--- src/rtl/seven_seg_scanner_if.sv ---
// ============================================================================
// seven_seg_scanner_if : display data in, anode/cathode drive out
// Rev 1.0
// ============================================================================
`default_nettype none

interface seven_seg_scanner_if;
  logic [31:0] value;
  logic        load;
  logic [7:0]  dp_en;
  logic [7:0]  digit_en;
  logic [7:0]  AN;
  logic [7:0]  CX;
  logic        frame_done;

  modport master (
    output value, load, dp_en, digit_en,
    input  AN, CX, frame_done
  );

  modport slave (
    input  value, load, dp_en, digit_en,
    output AN, CX, frame_done
  );
endinterface

`default_nettype wire

--- src/rtl/seven_seg_scanner.sv ---
// ============================================================================
// seven_seg_scanner : 8-digit multiplexed hex display driver, frame-synced load
// Rev 1.0
// ============================================================================
`default_nettype none

module seven_seg_scanner #(
  parameter int unsigned REFRESH_DIV = 100000
) (
  input  wire logic           clk,
  input  wire logic           reset,
  seven_seg_scanner_if.slave  bus
);

  localparam int unsigned   C_CW   = (REFRESH_DIV > 2) ? $clog2(REFRESH_DIV) : 1;
  localparam logic [C_CW-1:0] C_LAST = C_CW'(REFRESH_DIV - 1);

  logic [C_CW-1:0] cnt_q, cnt_d;
  logic [2:0]      idx_q, idx_d;
  logic [31:0]     pend_q, pend_d;
  logic [31:0]     disp_q, disp_d;
  logic [7:0]      pdp_q, pdp_d;
  logic [7:0]      ddp_q, ddp_d;
  logic [7:0]      an_q, an_d;
  logic [7:0]      cx_q, cx_d;
  logic            fd_q;

  logic            w_tick;
  logic            w_frame;
  logic [3:0]      w_nib;
  logic [6:0]      w_seg;

  always_comb begin
    w_tick  = (cnt_q == C_LAST);
    w_frame = w_tick && (idx_q == 3'd7);
    cnt_d   = w_tick ? '0 : cnt_q + C_CW'(1);
    idx_d   = w_tick ? idx_q + 3'd1 : idx_q;

    pend_d  = pend_q;
    pdp_d   = pdp_q;
    if (bus.load) begin
      pend_d = bus.value;
      pdp_d  = bus.dp_en;
    end

    // A load landing on the boundary bypasses pending so no stale frame is shown.
    disp_d = disp_q;
    ddp_d  = ddp_q;
    if (w_frame) begin
      disp_d = bus.load ? bus.value : pend_q;
      ddp_d  = bus.load ? bus.dp_en : pdp_q;
    end
  end

  always_comb begin
    w_nib = disp_q[{idx_q, 2'b00} +: 4];
    w_seg = 7'b1111111;
    case (w_nib)
      4'h0: w_seg = 7'b0000001;
      4'h1: w_seg = 7'b1001111;
      4'h2: w_seg = 7'b0010010;
      4'h3: w_seg = 7'b0000110;
      4'h4: w_seg = 7'b1001100;
      4'h5: w_seg = 7'b0100100;
      4'h6: w_seg = 7'b0100000;
      4'h7: w_seg = 7'b0001111;
      4'h8: w_seg = 7'b0000000;
      4'h9: w_seg = 7'b0000100;
      4'hA: w_seg = 7'b0001000;
      4'hB: w_seg = 7'b1100000;
      4'hC: w_seg = 7'b0110001;
      4'hD: w_seg = 7'b1000010;
      4'hE: w_seg = 7'b0110000;
      4'hF: w_seg = 7'b0111000;
      default: w_seg = 7'b1111111;
    endcase

    an_d = 8'hFF;
    cx_d = 8'hFF;
    if (bus.digit_en[idx_q]) begin
      an_d = ~(8'b1 << idx_q);
      cx_d = {w_seg, ~ddp_q[idx_q]};
    end
  end

  always_ff @(posedge clk) begin
    if (reset) begin
      cnt_q  <= '0;
      idx_q  <= 3'd0;
      pend_q <= 32'd0;
      disp_q <= 32'd0;
      pdp_q  <= 8'd0;
      ddp_q  <= 8'd0;
      an_q   <= 8'hFF;
      cx_q   <= 8'hFF;
      fd_q   <= 1'b0;
    end else begin
      cnt_q  <= cnt_d;
      idx_q  <= idx_d;
      pend_q <= pend_d;
      disp_q <= disp_d;
      pdp_q  <= pdp_d;
      ddp_q  <= ddp_d;
      an_q   <= an_d;
      cx_q   <= cx_d;
      fd_q   <= w_frame;
    end
  end

  assign bus.AN         = an_q;
  assign bus.CX         = cx_q;
  assign bus.frame_done = fd_q;

endmodule

`default_nettype wire
--- src/flat_wrapper.sv ---
// flat-port wrapper written by rule: the top's interface ports become plain ports
module seven_seg_scanner_flat 
#(
  parameter int unsigned REFRESH_DIV = 100000
)
  (clk, reset, bus_value, bus_load, bus_dp_en, bus_digit_en, bus_AN, bus_CX, bus_frame_done);
  seven_seg_scanner_if bus_i ();
  input  wire logic clk;
  input  wire logic reset;
  input wire logic [$bits(bus_i.value)-1:0] bus_value;
  input wire logic [$bits(bus_i.load)-1:0] bus_load;
  input wire logic [$bits(bus_i.dp_en)-1:0] bus_dp_en;
  input wire logic [$bits(bus_i.digit_en)-1:0] bus_digit_en;
  output wire logic [$bits(bus_i.AN)-1:0] bus_AN;
  output wire logic [$bits(bus_i.CX)-1:0] bus_CX;
  output wire logic [$bits(bus_i.frame_done)-1:0] bus_frame_done;
  assign bus_i.value = bus_value;
  assign bus_i.load = bus_load;
  assign bus_i.dp_en = bus_dp_en;
  assign bus_i.digit_en = bus_digit_en;
  assign bus_AN = bus_i.AN;
  assign bus_CX = bus_i.CX;
  assign bus_frame_done = bus_i.frame_done;
  seven_seg_scanner #(.REFRESH_DIV(REFRESH_DIV)) u_core (.clk(clk), .reset(reset), .bus(bus_i));
endmodule
--- config.mk ---
export PLATFORM = sky130hd
export DESIGN_NAME = seven_seg_scanner_flat
export DESIGN_NICKNAME = d
export VERILOG_FILES = /design/src/rtl/seven_seg_scanner_if.sv /design/src/rtl/seven_seg_scanner.sv /design/src/flat_wrapper.sv
export SDC_FILE = /design/constraint.sdc
export NUM_CORES = 1
export LEC_CHECK = 0
export CAP_MARGIN = 40
export CORE_MARGIN = 4
export CORE_UTILIZATION = 59
export DETAILED_ROUTE_END_ITERATION = 12
export PLACE_DENSITY_LB_ADDON = 0.25
export SYNTH_ARGS = -nofsm -noshare
export SYNTH_HDL_FRONTEND = slang
export SYNTH_SLANG_ARGS = --single-unit
--- constraint.sdc ---
create_clock -name clk -period 3.74 [get_ports clk]
set_input_delay 1.122 -clock clk [delete_from_list [all_inputs] [get_ports clk]]
set_output_delay 1.122 -clock clk [all_outputs]
set_load 0.01 [all_outputs]
[Word level (Yosys, flattened, before mapping)]
Memories as Yosys holds them, arrays and structs flattened. A register that Yosys moved wholly into a read port is not among the register bits.
Index checks and enable logic that the tools add are counted.
Word-level totals
  bits of input ports: 51
  memory bits (read-only): 112
  register bits after elaboration: 117
  memories kept: 1
  output and inout port bits: 17
Operators by class
  equality and inequality tests: 2
  shift-type cells: 2
  multiplexer cells: 6
  $add $sub $neg: 2
  bitwise gates (word level): 3
  reduce and logical (&&, ||, !) cells: 3
  $lt $le $gt $ge: 1
Memories
  (no name shown): words 16, width 7, read ports 1, clocked after memory_dff 1, wr ports 0, line seven_seg_scanner.sv:58  | case (w_nib)
Operators with widths (count)
  $mux 32: 1
  $shiftx 32x6->4: 1
  $add 17x1->17 const B: 1
  $eq 17x17->1 const B: 1
  $mux 8: 1
  $not 8->8: 1
  $shl 1x3->8 const A: 1
  $bmux 1 s3: 2
  $lt 3x4->1 const B: 1
  $reduce_or 2->1: 2
  $add 3x1->3 const B: 1
  $eq 3x3->1 const B: 1
  $mux 1: 2
  $not 1->1: 2
  $logic_and 1x1->1: 1

[Depth between registers and ports, before layout]
  depth in word-level cells: 4
  depth in mapped cells: 10
  depth with buffers taken out: 8

[Worst setup path before layout]
Ideal clock, no wire load.
  path type: input port to flip-flop
  from: input port bus_load
  to: register u_core.ddp_q[0]
  arrival: 2092 ps
  setup slack: 1502 ps
  library setup time: 146 ps
  stages on the path: 4
  required time: 3594 ps
  cell sequence: clkbuf_1 -> buf_1 -> mux2i_1 -> a211oi_2
On the way
  word-level cells in the longest chain between the ends: 1
RTL lines
  start, declared: line flat_wrapper.sv:11  | input wire logic [$bits(bus_i.load)-1:0] bus_load;
  $mux 8: line seven_seg_scanner.sv:51  | ddp_d = bus.load ? bus.dp_en : pdp_q;
  end signal, assigned: line seven_seg_scanner.sv:103  | ddp_q <= ddp_d;
  end, declared: line seven_seg_scanner.sv:23  | logic [7:0] ddp_q, ddp_d;
Every way passes these cells.
A chain may end at the register's enable or synchronous reset.

[Worst setup path after layout]
  from: register u_core.idx_q[1]
  to: register u_core.cx_q[4], in the netlist u_core.bus.CX[4]
On the way
  word-level cells in the longest chain between the ends: 4
  elaborated cells between the ends (all ways): 5
RTL lines
  start, declared: line seven_seg_scanner.sv:19  | logic [2:0] idx_q, idx_d;
  start signal, assigned: line seven_seg_scanner.sv:99  | idx_q <= idx_d;
  parallel branches: the longest is 4 deep, another holds $shiftx 32x6->4
  end, declared: line seven_seg_scanner.sv:25  | logic [7:0] cx_q, cx_d;
Several ways; the timed one is not identified. The select of a mux whose other input is x is not followed.

==> results.json <==
{
  "outcome": "complete, no violations",
  "cts-htree-levels": 4,
  "critical_path.max_fanout": 18,
  "syn_inst": 471,
  "gr-total-overflow": 0,
  "gp_congestion": 0.810,
  "timing_hold_violations_final": 0,
  "clkSlewWorstSetupHoldPaths_ns": 0.06,
  "cap_viol_max_count": 0,
  "floorplan.initialDensity": 0.604,
  "iteration_0_drc_markers": 136,
  "antenna_cells_inserted": 0,
  "synth.ff_latch_count": 117,
  "drive_above_1_share": 0.179,
  "async_set_or_reset_register_ratio_after_synthesis": 0,
  "yosysWarningCount": 0,
  "worst_hold_path_type": "reg -> reg",
  "place_worst_setup_slack_ns": 0.993,
  "vias_in_the_first_global_route": 3610,
  "crit_path_end_kind": "register",
  "die_y_um": 99.5,
  "cts-root-to-sink-buffers": 2,
  "relSlewSlack": 0.439,
  "finalWirelength_mm": 10.1,
  "postLayoutSetupSlackWorst_ns": 0.993,
  "worst_ep_arrival_time_ns": 3.17,
  "clkPwrFrac": 0.536,
  "leakage_nw": 2.36,
  "die_w_um": 99.5,
  "synth_common_cells": "dfxtp_1, nor2_1, mux2i_1",
  "cellInternalPower_mw": 2.47,
  "final-setup-viol-count": 0,
  "final_nets": 594,
  "tritoncts.num_buffers": 17,
  "vias": 3511,
  "dieArea_sq_mm": 0.00989,
  "tritoncts_clock_tree": "built",
  "grt_first_pass_wirelength_mm": 17.0,
  "worst_slew_pin_slew_ns": 0.840,
  "synth_edf_count": 0,
  "clk_root_buffer_cell": "clkbuf_8",
  "syn_area_sq_mm": 0.00493,
  "synth_nets": 535,
  "fin_max_slew_vios": 0,
  "placed_cells": 616,
  "pwr_density_cell_mw_per_mm2": 505,
  "synth_area_per_cell_sq_um": 10.5,
  "synth.lib_cells_used.distinct": 38,
  "ctsResizeCount": 0,
  "drt-vias-per-instance": 5.42,
  "critPathKind": "reg -> reg",
  "ant_nets": 0,
  "synth.top_cells.by_area": "dfxtp_1, a211oi_2, mux2i_1",
  "cp-start-kind": "register",
  "dominantRegCellSynth": "dfxtp_1",
  "vdd.ir_drop.worst_mv": 0.329,
  "rsz0062_at_grt": "false",
  "syn2layout_area_growth_pct": 26.0,
  "postCtsHoldBufs": 0,
  "switching_share": 0.213,
  "hpwl_after_detailed_placement_mm": 6.58,
  "floorplan.io_pins": 68,
  "place.port_buffers": 67,
  "clkLatencyLatePin_ns": 0.51,
  "fraction_of_the_cycle_the_final_worst_path_needs": 0.734,
  "std_cell_core_area_sq_mm": 0.00818,
  "largest_net_degree_at_the_start_of_global_routing": 82,
  "fin_setup_tns_ns": 0,
  "antenna_violations_before_repair": 0,
  "synth_largest_area_cell": "dfxtp_1",
  "fin_skew_ns": 0.00859,
  "seqPwrFrac": 0.411,
  "1st_pass_router_iterations": 4,
  "fmax_ghz": 0.364,
  "power_switching_mw": 0.670,
  "drt-wirelength-per-cell_um": 15.5,
  "tritoncts_num_sinks": 117,
  "yosys.cell_count.top_type": "dfxtp_1",
  "synth_sequential_area_ratio": 0.475,
  "synth_top_area_share": 0.475,
  "global_route.usage.total": 0.217,
  "final-instance-count-excl-fill": 648,
  "worst_ep_required_time_ns": 4.17,
  "rows": 33,
  "comb_power_share": 0.054,
  "post_layout_min_period_ns": 2.75,
  "post_cts.repair.setup_buffers": 0,
  "post-route-drc-count": 0
}
path summary, 6_finish.rpt:
kind / slack (ns) / cells past startpoint / endpoint / start
worst max-delay path: 0.99 / 8 / u_core.bus.CX[4] / u_core.idx_q[1]
worst max register to register: 0.99 / 8 / u_core.bus.CX[4] / u_core.idx_q[1]
worst min register to register: 0.46 / 1 / u_core.cnt_q[0] / u_core.cnt_q[0]
worst min-delay path: 0.46 / 1 / u_core.cnt_q[0] / u_core.cnt_q[0]
sequential cells by signal, indices dropped and copies added (netlist names):
| name | cells |
|---|---|
| u_core.pend_q | 32 |
| u_core.bus.frame_done | 1 |
| u_core.disp_q | 32 |
| u_core.idx_q | 3 |
| u_core.ddp_q | 8 |
| u_core.bus.AN | 8 |
| u_core.bus.CX | 8 |
| u_core.cnt_q | 17 |
| u_core.pdp_q | 8 |
final cells by class:
cell class | count | area [sq um]
multi-input cells | 311 | 2360
flip-flops and latches | 117 | 2340
inverters | 10 | 37.5
well taps | 105 | 131
repair buffers | 73 | 721
clock buffers | 18 | 428
clock inverters | 14 | 200
fillers | 534 | 1960
power groups by stage:
stage | registers [mW] | logic [mW] | clock network [mW]
after detailed placement | 1.32 | 0.168 | 0
after global routing | 1.29 | 0.183 | 1.77
after CTS | 1.29 | 0.169 | 1.70
final | 1.29 | 0.168 | 1.68
after global placement | 1.31 | 0.164 | 0
after floorplan | 1.32 | 0.0884 | 0
stage by stage:
| step | cell area [sq um] | total power [mW] | hold WS, ns | utilization |
|---|---|---|---|---|
| global route | 6220 | 3.24 | 0.510 | 0.761 |
| floorplan | 4930 | 1.40 | 0.430 | - |
| CTS | 6220 | 3.16 | 0.464 | 0.761 |
| detailed placement | 5590 | 1.48 | 0.450 | 0.684 |
| global placement | 5590 | 1.48 | 0.441 | 0.684 |
| finish | 6220 | 3.14 | 0.461 | 0.761 |
kinds of logic after synthesis:
| group | synth area share |
|---|---|
| muxes | 0.148 |
| DFF | 0.475 |
| buffers and inverters | 0.0474 |
| AOI/OAI and AO/OA | 0.124 |
| xor gates and xnor gates | 0.0284 |
| adders and majority gates | 0.0330 |
| and+or+nand+nor | 0.145 |
cell usage in the layout, fill, tap and decap left out, drive strengths merged:
cell	n
clkbuf	18
nor3b	2
mux2	3
nor4b	1
nor4	1
a211oi	43
ha	13
a21oi	3
nor2	107
o31ai	1
or2	2
xnor2	7
xor2	9
and4	1
nand4	4
mux2i	47
inv	11
o221ai	5
clkinvlp	3
o22ai	1
or3	1
o21ai	2
and3	4
mux4	10
nor3	7
dfxtp	117
clkdlybuf4s50	65
bufinv	4
nand3	7
a22o	1
nor2b	2
nand2b	1
clkinv	6
nand2	26
buf	8
layer usage:
layer,share of wire,vias up,GRT usage
met3,0.043,22,0.0575
met5,0,-,0
li1,-,1747,-
met4,0.023,0,0.0914
met2,0.51,81,0.374
met1,0.42,1661,0.255
worst max-delay path: stages, from the launching register on:
cell and delay, ns:
dfxtp_1 0.86, mux4_2 0.63, nand2_1 0.09, nand2_1 0.16
inv_1 0.16, ha_1 0.26, nor3_1 0.25, a211oi_1 0.08
o21ai_1 0.16
No activity file was read; power rests on OpenSTA's default activity.
